--- config.mk ---
export PLATFORM = sky130hd
export DESIGN_NAME = operand_fetch_pipe
export DESIGN_NICKNAME = d
export VERILOG_FILES = /design/src/rtl/operand_fetch_pipe.sv
export SDC_FILE = /design/constraint.sdc
export NUM_CORES = 1
export LEC_CHECK = 0
export CAP_MARGIN = 20
export CORE_UTILIZATION = 30
export CTS_CLUSTER_SIZE = 30
export DETAILED_ROUTE_END_ITERATION = 12
export DONT_BUFFER_PORTS = 1
export SKIP_CTS_REPAIR_TIMING = 1
export SYNTH_ARGS = -nofsm -noshare
export SYNTH_HDL_FRONTEND = slang
export SYNTH_SLANG_ARGS = --single-unit
export TNS_END_PERCENT = 5
--- constraint.sdc ---
create_clock -name clk -period 7.45 [get_ports clk]
set_input_delay 1.1175 -clock clk [delete_from_list [all_inputs] [get_ports clk]]
set_output_delay 1.1175 -clock clk [all_outputs]
set_load 0.005 [all_outputs]
--- src/rtl/operand_fetch_pipe.sv ---
// -----------------------------------------------------------------------------
// operand_fetch_pipe
//   Single-stage operand fetch. The presented instruction is decoded, its
//   sources are read from the register file in the same cycle and the result
//   is captured into one output register with a valid/ready handshake. A
//   16-entry busy scoreboard stalls instructions whose sources have writes
//   still outstanding downstream.
//
// Optional feature (macro OPERAND_FETCH_PIPE_BYPASS_EN):
//   defined   - a source matching the writeback port takes wb_data, and the
//               busy bit of that register does not stall the instruction.
//   undefined - operands come only from rf_rd1/rf_rd2.
//
// Ports
//   clk, reset_n               clock, synchronous active-low reset
//   in_valid / in_ready        upstream handshake
//   instruction, pc_current    instruction word and its PC
//   p, isst, is_wb             link-read select, store select, writes rd
//   rf_ra1/rf_ra2 -> rf_rd1/2  combinational register-file read port
//   wb_valid, wb_rd, wb_data   writeback notification (clears busy)
//   flush                      kill the instruction held in the output reg
//   out_valid / out_ready      downstream handshake
//   opcode, i, rd, immx, branchtarget, op1, op2, out_wb, illegal
//                              registered payload
// -----------------------------------------------------------------------------
module operand_fetch_pipe #(
    parameter int         DATA_W   = 32,
    parameter logic [3:0] LINK_REG = 4'b1111
) (
    input  logic              clk,
    input  logic              reset_n,
    input  logic              in_valid,
    output logic              in_ready,
    input  logic [31:0]       instruction,
    input  logic [DATA_W-1:0] pc_current,
    input  logic              p,
    input  logic              isst,
    input  logic              is_wb,
    output logic [3:0]        rf_ra1,
    output logic [3:0]        rf_ra2,
    input  logic [DATA_W-1:0] rf_rd1,
    input  logic [DATA_W-1:0] rf_rd2,
    input  logic              wb_valid,
    input  logic [3:0]        wb_rd,
    input  logic [DATA_W-1:0] wb_data,
    input  logic              flush,
    output logic              out_valid,
    input  logic              out_ready,
    output logic [4:0]        opcode,
    output logic              i,
    output logic [3:0]        rd,
    output logic [DATA_W-1:0] immx,
    output logic [DATA_W-1:0] branchtarget,
    output logic [DATA_W-1:0] op1,
    output logic [DATA_W-1:0] op2,
    output logic              out_wb,
    output logic              illegal
);

    // Immediate extension selected by the 2-bit modifier; modifier 11 is
    // reserved and yields zero (flagged illegal separately).
    function automatic logic [DATA_W-1:0] ext_imm(input logic [1:0]  mod,
                                                  input logic [15:0] imm);
        logic [31:0] hi;
        hi = {imm, 16'h0000};
        case (mod)
            2'b00:   ext_imm = {{(DATA_W-16){imm[15]}}, imm};
            2'b01:   ext_imm = DATA_W'(imm);
            2'b10:   ext_imm = DATA_W'(hi);
            default: ext_imm = '0;
        endcase
    endfunction

    // Word-aligned branch displacement, sign-extended to the datapath width.
    function automatic logic signed [DATA_W-1:0] branch_disp(input logic [26:0] off);
        logic signed [28:0] off_s;
        off_s = $signed({off, 2'b00});
        branch_disp = {{(DATA_W-29){off_s[28]}}, off_s};
    endfunction

    logic              out_valid_q, out_valid_d;
    logic [15:0]       busy_q, busy_d;
    logic [4:0]        opcode_q, opcode_d;
    logic              i_q, i_d;
    logic [3:0]        rd_q, rd_d;
    logic [DATA_W-1:0] immx_q, immx_d;
    logic [DATA_W-1:0] branchtarget_q, branchtarget_d;
    logic [DATA_W-1:0] op1_q, op1_d;
    logic [DATA_W-1:0] op2_q, op2_d;
    logic              out_wb_q, out_wb_d;
    logic              illegal_q, illegal_d;

    logic              byp1, byp2;
    logic              hazard, accept, xfer;
    logic signed [DATA_W-1:0] br_off;

    assign rf_ra1 = p    ? LINK_REG           : instruction[21:18];
    assign rf_ra2 = isst ? instruction[25:22] : instruction[17:14];

    always_comb begin
`ifdef OPERAND_FETCH_PIPE_BYPASS_EN
        byp1 = wb_valid & (wb_rd == rf_ra1);
        byp2 = wb_valid & (wb_rd == rf_ra2);
`else
        byp1 = 1'b0;
        byp2 = 1'b0;
`endif
        // The instruction still sitting in the output register has not yet
        // set its busy bit, so its rd is checked directly.
        hazard = (busy_q[rf_ra1] & ~byp1)
               | (busy_q[rf_ra2] & ~byp2)
               | (out_valid_q & out_wb_q & ((rd_q == rf_ra1) | (rd_q == rf_ra2)));

        in_ready = reset_n & ~hazard & (~out_valid_q | out_ready) & ~flush;
        accept   = in_valid & in_ready;
        // A flushed instruction is never considered delivered.
        xfer     = out_valid_q & out_ready & ~flush;

        // Clear first, then set: a simultaneous set of the same bit wins.
        busy_d = busy_q;
        if (wb_valid)
            busy_d[wb_rd] = 1'b0;
        if (xfer & out_wb_q)
            busy_d[rd_q] = 1'b1;

        if (flush)
            out_valid_d = 1'b0;
        else if (accept)
            out_valid_d = 1'b1;
        else if (out_ready)
            out_valid_d = 1'b0;
        else
            out_valid_d = out_valid_q;

        br_off = branch_disp(instruction[26:0]);

        opcode_d       = opcode_q;
        i_d            = i_q;
        rd_d           = rd_q;
        immx_d         = immx_q;
        branchtarget_d = branchtarget_q;
        op1_d          = op1_q;
        op2_d          = op2_q;
        out_wb_d       = out_wb_q;
        illegal_d      = illegal_q;
        if (accept) begin
            opcode_d       = instruction[31:27];
            i_d            = instruction[26];
            rd_d           = instruction[25:22];
            immx_d         = instruction[26] ? ext_imm(instruction[17:16], instruction[15:0]) : '0;
            illegal_d      = instruction[26] & (instruction[17:16] == 2'b11);
            branchtarget_d = pc_current + $unsigned(br_off);
            op1_d          = byp1 ? wb_data : rf_rd1;
            op2_d          = byp2 ? wb_data : rf_rd2;
            out_wb_d       = is_wb;
        end
    end

    // ---- output register / scoreboard ----
    always_ff @(posedge clk) begin
        if (!reset_n) begin
            out_valid_q    <= 1'b0;
            busy_q         <= '0;
            opcode_q       <= '0;
            i_q            <= 1'b0;
            rd_q           <= '0;
            immx_q         <= '0;
            branchtarget_q <= '0;
            op1_q          <= '0;
            op2_q          <= '0;
            out_wb_q       <= 1'b0;
            illegal_q      <= 1'b0;
        end else begin
            out_valid_q    <= out_valid_d;
            busy_q         <= busy_d;
            opcode_q       <= opcode_d;
            i_q            <= i_d;
            rd_q           <= rd_d;
            immx_q         <= immx_d;
            branchtarget_q <= branchtarget_d;
            op1_q          <= op1_d;
            op2_q          <= op2_d;
            out_wb_q       <= out_wb_d;
            illegal_q      <= illegal_d;
        end
    end

    assign out_valid    = out_valid_q;
    assign opcode       = opcode_q;
    assign i            = i_q;
    assign rd           = rd_q;
    assign immx         = immx_q;
    assign branchtarget = branchtarget_q;
    assign op1          = op1_q;
    assign op2          = op2_q;
    assign out_wb       = out_wb_q;
    assign illegal      = illegal_q;

endmodule

# --- Word level (Yosys, flattened, before mapping) ---
# Index checks and enable logic that the tools add are counted.
classes:
  add_sub_neg: 1
  muxes: 16
  bitwise_logic: 21
  n_eq_ne: 5
  reduce_logical: 5
  n_lt_le_gt_ge: 6
ops:
  columns: ["op", "n"]
  rows:
  - ["$pmux W32 S3", 1]
  - ["$add A32 B32 Y32", 1]
  - ["$mux W16", 2]
  - ["$mux W32", 1]
  - ["$lt A4 B5 Y1 const B", 4]
  - ["$and A16 B16 Y16", 1]
  - ["$not A16 Y16", 1]
  - ["$or A16 B16 Y16", 1]
  - ["$and A1 B1 Y1", 10]
  - ["$bmux W1 S4", 2]
  - ["$demux W1 S4", 2]
  - ["$eq A4 B4 Y1", 2]
  - ["$ge A4 B1 Y1 const B", 2]
  - ["$mux W4", 2]
  - ["$mux W1", 6]
  - ["$eq A2 B2 Y1 const B", 2]
  - ["$not A1 Y1", 4]
  - ["$or A1 B1 Y1", 4]
  - ["$eq A2 B1 Y1 const B", 1]
  - ["$logic_and A1 B1 Y1", 2]
  - ["$logic_not A2 Y1", 1]
  - ["$reduce_bool A2 Y1", 1]
  - ["$reduce_or A2 Y1", 1]
word_totals:
  in_bits: 173
  regBits: 157
  out_inout_bits: 150

# --- Depth between registers and ports, before layout ---
# Gate-level depths: netlist (run 1).
depth:
  depth_word: 11
  mapped_depth: 12
  depth_no_buf: 11

# --- Least setup slack after synthesis (run 1) ---
# Ideal clock, no wire load.
synth_timing:
  path_kind: "input -> output"
  startpoint: "input isst"
  endpoint: "output in_ready"
  cell_stages: 7
  arrival_time_ps: 2611
  required_time_ps: 6332
  path_buffers: 1
  path_slack_ps: 3721
  cell_sequence: "buf_6 mux2i_4 mux2i_1 mux4_2 and2_1 a31oi_2 nor3_1"
synth_between:
  elab_chain_cells: 9
  elab_cells_between_ends: 12
synth_rtl:
  columns: ["item", "line_no", "rtl"]
  rows:
  - ["start, declared", "37", "input logic isst,"]
  - ["$mux W4 (*)", "98", "assign rf_ra2 = isst ? instruction[25:22] : instruction[17:14];"]
  - ["$bmux W1 S4 / $eq A4 B4 Y1 (equally long branches)", "111, 112", null]
  - ["$mux W1 (not written as such) / $or A1 B1 Y1 (equally long branches)", "111, 112", null]
  - ["$or A1 B1 Y1 / $and A1 B1 Y1 (equally long branches)", "111, 112", null]
  - ["$or A1 B1 Y1 (*)", "112", "| (out_valid_q & out_wb_q & ((rd_q == rf_ra1) | (rd_q == rf_ra2)));"]
  - ["$not A1 Y1 (*)", "114", "in_ready = reset_n & ~hazard & (~out_valid_q | out_ready) & ~flush;"]
  - ["$and A1 B1 Y1 (*) (3 in series)", "114", null]
  - ["end, declared", "33", "output logic in_ready,"]
# Mark *: on every way between the ends. The rest lies on a longest branch, timed or not. The select of a mux whose other input is x is not followed.

# --- Final worst setup path (run 1) ---
# Ends and elaborated chain as after synthesis.

==> results of run 1 <==
[state kept, by name, indices dropped and copies added (netlist names)]
| register | flops |
|---|---|
| opcode | 5 |
| rd | 4 |
| branchtarget | 32 |
| busy_q | 16 |
| op2 | 32 |
| immx | 32 |
| out_wb | 1 |
| op1 | 32 |
| illegal | 1 |
| i | 1 |
| out_valid | 1 |
[power groups by stage]
stage	logic (µW)	clock network, µW	registers, µW
3_3_place_gp	237	0	896
3_5_place_dp	240	0	896
6_report	240	913	877
2_1_floorplan	203	0	890
4_1_cts	241	945	877
5_1_grt	267	977	879
[cell usage in the layout (no fill, tap or decap), drive strengths merged, types with 3 or more instances in the layout]
cell type | synthesis | routed
a211oi | 6 | 6
a21o | 7 | 7
a21oi | 80 | 80
a31oi | 4 | 4
and2 | 4 | 4
buf | 22 | 5
clkbuf | 29 | 17
clkinv | 0 | 6
dfxtp | 157 | 157
ha | 29 | 29
inv | 19 | 26
mux2i | 131 | 131
mux4 | 3 | 3
nand2 | 56 | 56
nand2b | 30 | 30
nand3 | 27 | 27
nand3b | 5 | 5
nand4 | 6 | 6
nor2 | 144 | 144
nor2b | 8 | 8
nor3 | 10 | 10
o211ai | 7 | 7
o21ai | 33 | 33
o31ai | 3 | 3
or3 | 3 | 3
xnor2 | 26 | 26
xor2 | 7 | 7
[stage by stage]
| step | instances | total power, µW | utilization, % | hold WS (ns) | cell area, µm² |
|---|---|---|---|---|---|
| 2_1_floorplan | 889 | 1093 | - | 0.4511 | 7891 |
| 3_3_place_gp | 1173 | 1133 | 31.78 | 0.4646 | 8095 |
| 3_5_place_dp | 1173 | 1136 | 31.78 | 0.4654 | 8095 |
| 4_1_cts | 1205 | 2063 | 34.23 | 0.4806 | 8720 |
| 5_1_grt | 1205 | 2123 | 34.23 | 0.5094 | 8720 |
| 6_report | 1205 | 2029 | 34.23 | 0.4774 | 8720 |
[how the worst max path moves through the flow]
stage,start,to,slack [ns],depth (start not counted)
floorplan,isst,in_ready,3.72,7
global placement,isst,branchtarget[31],3.51,8
detailed placement,isst,op1[30],3.45,8
CTS,isst,in_ready,3.54,6
global route,isst,in_ready,3.50,6
finish,isst,in_ready,3.58,6
[area by class of cell]
type | count | area share, %
well taps | 330 | 4.735
clock buffers | 17 | 4.879
repair buffers | 5 | 0.5740
flip-flops and latches | 157 | 36.05
multi-input cells | 662 | 50.64
clock inverters | 15 | 2.282
inverters | 19 | 0.8466
[routing by layer]
| metal | part of all wire [%] | up-vias | global-route usage [%] |
|---|---|---|---|
| li1 | - | 3028 | - |
| met1 | 40 | 2812 | 18.47 |
| met2 | 48 | 282 | 28.75 |
| met3 | 9.9 | 21 | 6.566 |
| met4 | 1.7 | 2 | 5.303 |
| met5 | 0.057 | - | 0 |
[worst max-delay path: stages]
cell	delay, ns
mux2i_4	0.45
mux2i_1	0.13
mux4_2	0.48
and2_1	0.18
a31oi_2	0.25
nor3_1	0.14
[logic make-up (layout without fill, tap and decap cells)]
| group | count (synthesis) | after routing | share of synthesized area (%) |
|---|---|---|---|
| AO/OA/AOI/OAI | 159 | 159 | 11.88 |
| XOR/XNOR | 33 | 33 | 3.663 |
| adder cells (fa/ha/maj) | 30 | 30 | 4.852 |
| buffers and inverters | 70 | 56 | 4.360 |
| flip-flops | 157 | 157 | 39.83 |
| multiplexers | 136 | 136 | 17.96 |
| AND/OR/NAND/NOR | 304 | 304 | 17.46 |
==> metrics.yaml, run 1 <==
p_sw_share_pct: 28.63
synth_ff_type: "dfxtp_1"
h-tree-depth: 4
place.gp.congestion: 0.8753
crit_fanout: 10
total_leakage_power_uw: 0.003052
grt_max_degree: 102
async_flop_share_pct: 0
yosys-top-cells-count: "dfxtp_1, nor2_1, mux2i_1, a21oi_1, nand2_1"
cp_data_required_time_ns: 6.33
drive_gt1_share_pct: 5.943
worst_pin_slew_ns: 1.054
drtIter0Drc: 413
ys_warn_count: 0
drv_slew: 0
switchingPower_uw: 580.8
cp.arrival_ns: 2.75
seqPwrFrac_pct: 43.2
yosys.cell_types.count: 57
die_y_um: 164.2
syn_to_final_growth_pct: 10.50
yosysMostFrequentCell: "dfxtp_1"
worstSkewPairLatency_ns: 0.43
holdPathEnd: "branchtarget[30]"
dp_worst_setup_slack_ns: 3.453
diodes: 0
cts-buffers-inserted: 17
rows: 58
nets: 1065
finalWirelength_um: 22930
fin_setup_tns_ns: 0
num_vias: 6145
dr.pass1.iters: 5
synth_seq_cells: 157
overflow: 0
die_area_mm2: 0.02696
period_needed_ns: 3.871
grt_pass1_wl_um: 33460
core_area_mm2: 0.02547
hpwl_um: 17080
hold_class: "reg2reg"
viasPerCell: 5.100
end_kind: "primary output"
wl_per_cell_um: 19.03
clkTransAtPathRegs_ns: 0.07
r2r_slack_ns: 4.15
setup_slack_ns: 3.579
regArea_mm2: 0.003143
synth_cells: 889
syn_avg_cell_area_um2: 8.877
drc: 0
cts_tree: "yes"
grt_pass1_vias: 5918
drv_cap: 0
synth_nets: 1092
die_w_um: 164.2
io_pins: 323
ys_seq_area_share_pct: 39.83
crit_path_start_kind: "primary input"
io_buffers: 0
setup_violations: 0
post-synth-top-area-cell: "dfxtp_1"
clk_path_buf_depth: 2
synth_edf_count: 0
synth_top_area_share_pct: 39.83
fin_crit_sh_pct: 51.95
p_per_area_mw_per_mm2: 232.7
reg2reg_from: "rd[1]"
antenna_found_initial: 1
start_util_pct: 30.98
fill_cells: 2653
multi_input_comb_area_mm2: 0.004415
status: "complete, no violations"
worstSetupPathType: "in2out"
track_usage_pct: 16.60
fin_skew_ns: 0.02391
internal-power_uw: 1448
clockPowerShare_pct: 45.0
rr_worst_depth: 9
root_buffer: "clkbuf_16"
r2r-end: "op1[30]"
maxSlewHeadroom_pct: 29.45
clock-sinks: 157
hold_path_depth: 2
ant_nets: 0
rsz0062_at_grt: "false"
max_freq_ghz: 0.2584
synth_area_leaders: "dfxtp_1, mux2i_1, nor2_1, a21oi_1, ha_1"
min_from: "branchtarget[30]"
ir_drop_uv: 129.6
hold_violations: 0
combPwrFrac_pct: 11.8
syn_area_mm2: 0.007891
Power figures use the tool's default switching activity.
==> run 2, diff against run 1 <==
==> constraint.sdc (replaced) <==
create_clock -name clk -period 3.4 [get_ports clk]
set_input_delay 0.51 -clock clk [delete_from_list [all_inputs] [get_ports clk]]
set_output_delay 0.51 -clock clk [all_outputs]
set_load 0.005 [all_outputs]
==> run 2 against run 1 <==
  * Hold slack got worse by 0.31 ns
  * Sequential cell count did not move
  * Sequential share of layout area down 0.33 points
  * Total power is 120% higher
  * Non-clock buffer count rose by 7
  * Clock power increased by 120%
  * Global-route usage hardly changed
  * Worst setup slack got worse by 3.1 ns
  * First-iteration DRC count fell by 18%
  * Count of clock-buffer cells in the layout grew 1
  * Clock skew fell by 0.013 ns
  * Via count rose by 0.91%
  * Highest routed layer is now met4
==> metrics.yaml, run 2 (same netlist as run 1, synthesis figures left out) <==
setup_violations: 0
fin_setup_tns_ns: 0
cp_data_required_time_ns: 3.69
fill_cells: 2628
drive_gt1_share_pct: 6.689
viasPerCell: 5.116
rr_worst_depth: 10
maxSlewHeadroom_pct: 48.08
crit_top_cell: "buf_12"
status: "complete, no violations"
cp_slowest_cell: "dfxtp_1"
syn_to_final_growth_pct: 11.53
p_per_area_mw_per_mm2: 504.5
grt_pass1_wl_um: 33670
drtIter0Drc: 340
nets: 1072
ir_drop_uv: 274.5
worst_path_largest_cell_delay_ns: 0.63
drv_cap: 0
max_freq_ghz: 0.3416
hold_path_depth: 1
io_buffers: 0
core_area_mm2: 0.02547
io_pins: 323
reg2reg_from: "rd[2]"
num_vias: 6201
grt_pass1_vias: 5994
worstSetupPathType: "reg2reg"
rsz0062_at_grt: "false"
root_buffer: "clkbuf_16"
clkTransAtPathRegs_ns: 0.08
holdPathEnd: "out_valid"
crit_path_start_kind: "register"
rows: 58
place.gp.congestion: 0.9085
track_usage_pct: 16.63
fin_skew_ns: 0.01140
diodes: 0
hold_slack_ns: 0.1677
drc: 0
grt_max_degree: 68
fin_crit_sh_pct: 86.10
hold_class: "in2reg"
fin_util_pct: 34.55
ant_nets: 0
start_util_pct: 30.98
period_needed_ns: 2.927
h-tree-depth: 4
drv_slew: 0
hpwl_um: 17320
fin_area_mm2: 0.008801
path_cells: "nor2b_1, a32o_1, o32a_1, o21ai_0, a21boi_1, nor4b_4, buf_12, buf_12, mux2i_1, nor2_1"
cts-buffers-inserted: 17
wl_per_cell_um: 19.02
min_from: "flush"
finalWirelength_um: 23060
cts_tree: "yes"
final_common_cell: "dfxtp_1"
die_w_um: 164.2
antenna_found_initial: 0
overflow: 0
die_area_mm2: 0.02696
die_y_um: 164.2
worst_pin_slew_ns: 0.7788
placed_area_mm2: 0.008198
r2r_slack_ns: 0.47
crit_fanout: 36
mostFrequentLayoutCells: "dfxtp_1, nor2_1, mux2i_1"
dr.pass1.iters: 5
end_kind: "register"
hold_violations: 0
cp.arrival_ns: 3.22
clock-sinks: 157
cp.buffers_inverters: 2
r2r-end: "op1[16]"
power.total_uw: 4440
clk_path_buf_depth: 2
crit_family: "compound AO/OA/AOI/OAI gates"
total_leakage_power_uw: 0.003096
worstSkewPairLatency_ns: 0.42
[run 2: cell types whose count changed in the layout (fill, tap and decap cells not counted), sizes merged]
cell,previous run,this run
clkinv,6,3
inv,26,28
clkbuf,17,18
buf,5,12
[run 2: how the worst max path moves through the flow]
stage | start | end | slack [ns] | depth (start not counted)
after floorplan | instruction[6] | branchtarget[29] | 0.54 | 9
after global placement | isst | op1[5] | 0.33 | 9
after detailed placement | instruction[0] | branchtarget[28] | 0.30 | 12
after CTS | rd[2] | op1[17] | 0.47 | 10
after global routing | rd[2] | op1[22] | 0.26 | 10
final | rd[2] | op1[16] | 0.47 | 10
[run 2: where the power goes]
part	switching (µW)	internal [µW]
clock network	910	1070
registers	38.1	1880
logic	306	230
[run 2: metrics by stage]
step / instances / setup WS, ns
global placement: 1180 / 0.3262
detailed placement: 1180 / 0.2969
finish: 1212 / 0.4726
global route: 1212 / 0.2580
floorplan: 889 / 0.5376
CTS: 1212 / 0.4735
[run 2: worst reg2reg max path, cell delays in order, from the launching register on]
cell	delay (ns)
dfxtp_1	0.63
nor2b_1	0.16
a32o_1	0.29
o32a_1	0.16
o21ai_0	0.17
a21boi_1	0.17
nor4b_4	0.45
buf_12	0.21
buf_12	0.24
mux2i_1	0.26
nor2_1	0.05
[run 2: area by class of cell]
type | instances | area [µm²] | share of cell area [%]
repair buffers | 12 | 152.6 | 1.734
multi-input cells | 662 | 4415 | 50.17
flip-flops and latches | 157 | 3143 | 35.71
clock inverters | 14 | 163.9 | 1.862
well taps | 330 | 412.9 | 4.691
inverters | 19 | 73.82 | 0.8388
clock buffers | 18 | 439.2 | 4.990
[run 2: layer usage]
| layer | wire, µm | GRT usage [%] |
|---|---|---|
| met5 | 0 | 0 |
| met4 | 397 | 5.387 |
| met3 | 2275 | 6.717 |
| met2 | 11100 | 28.56 |
| met1 | 9280 | 18.57 |
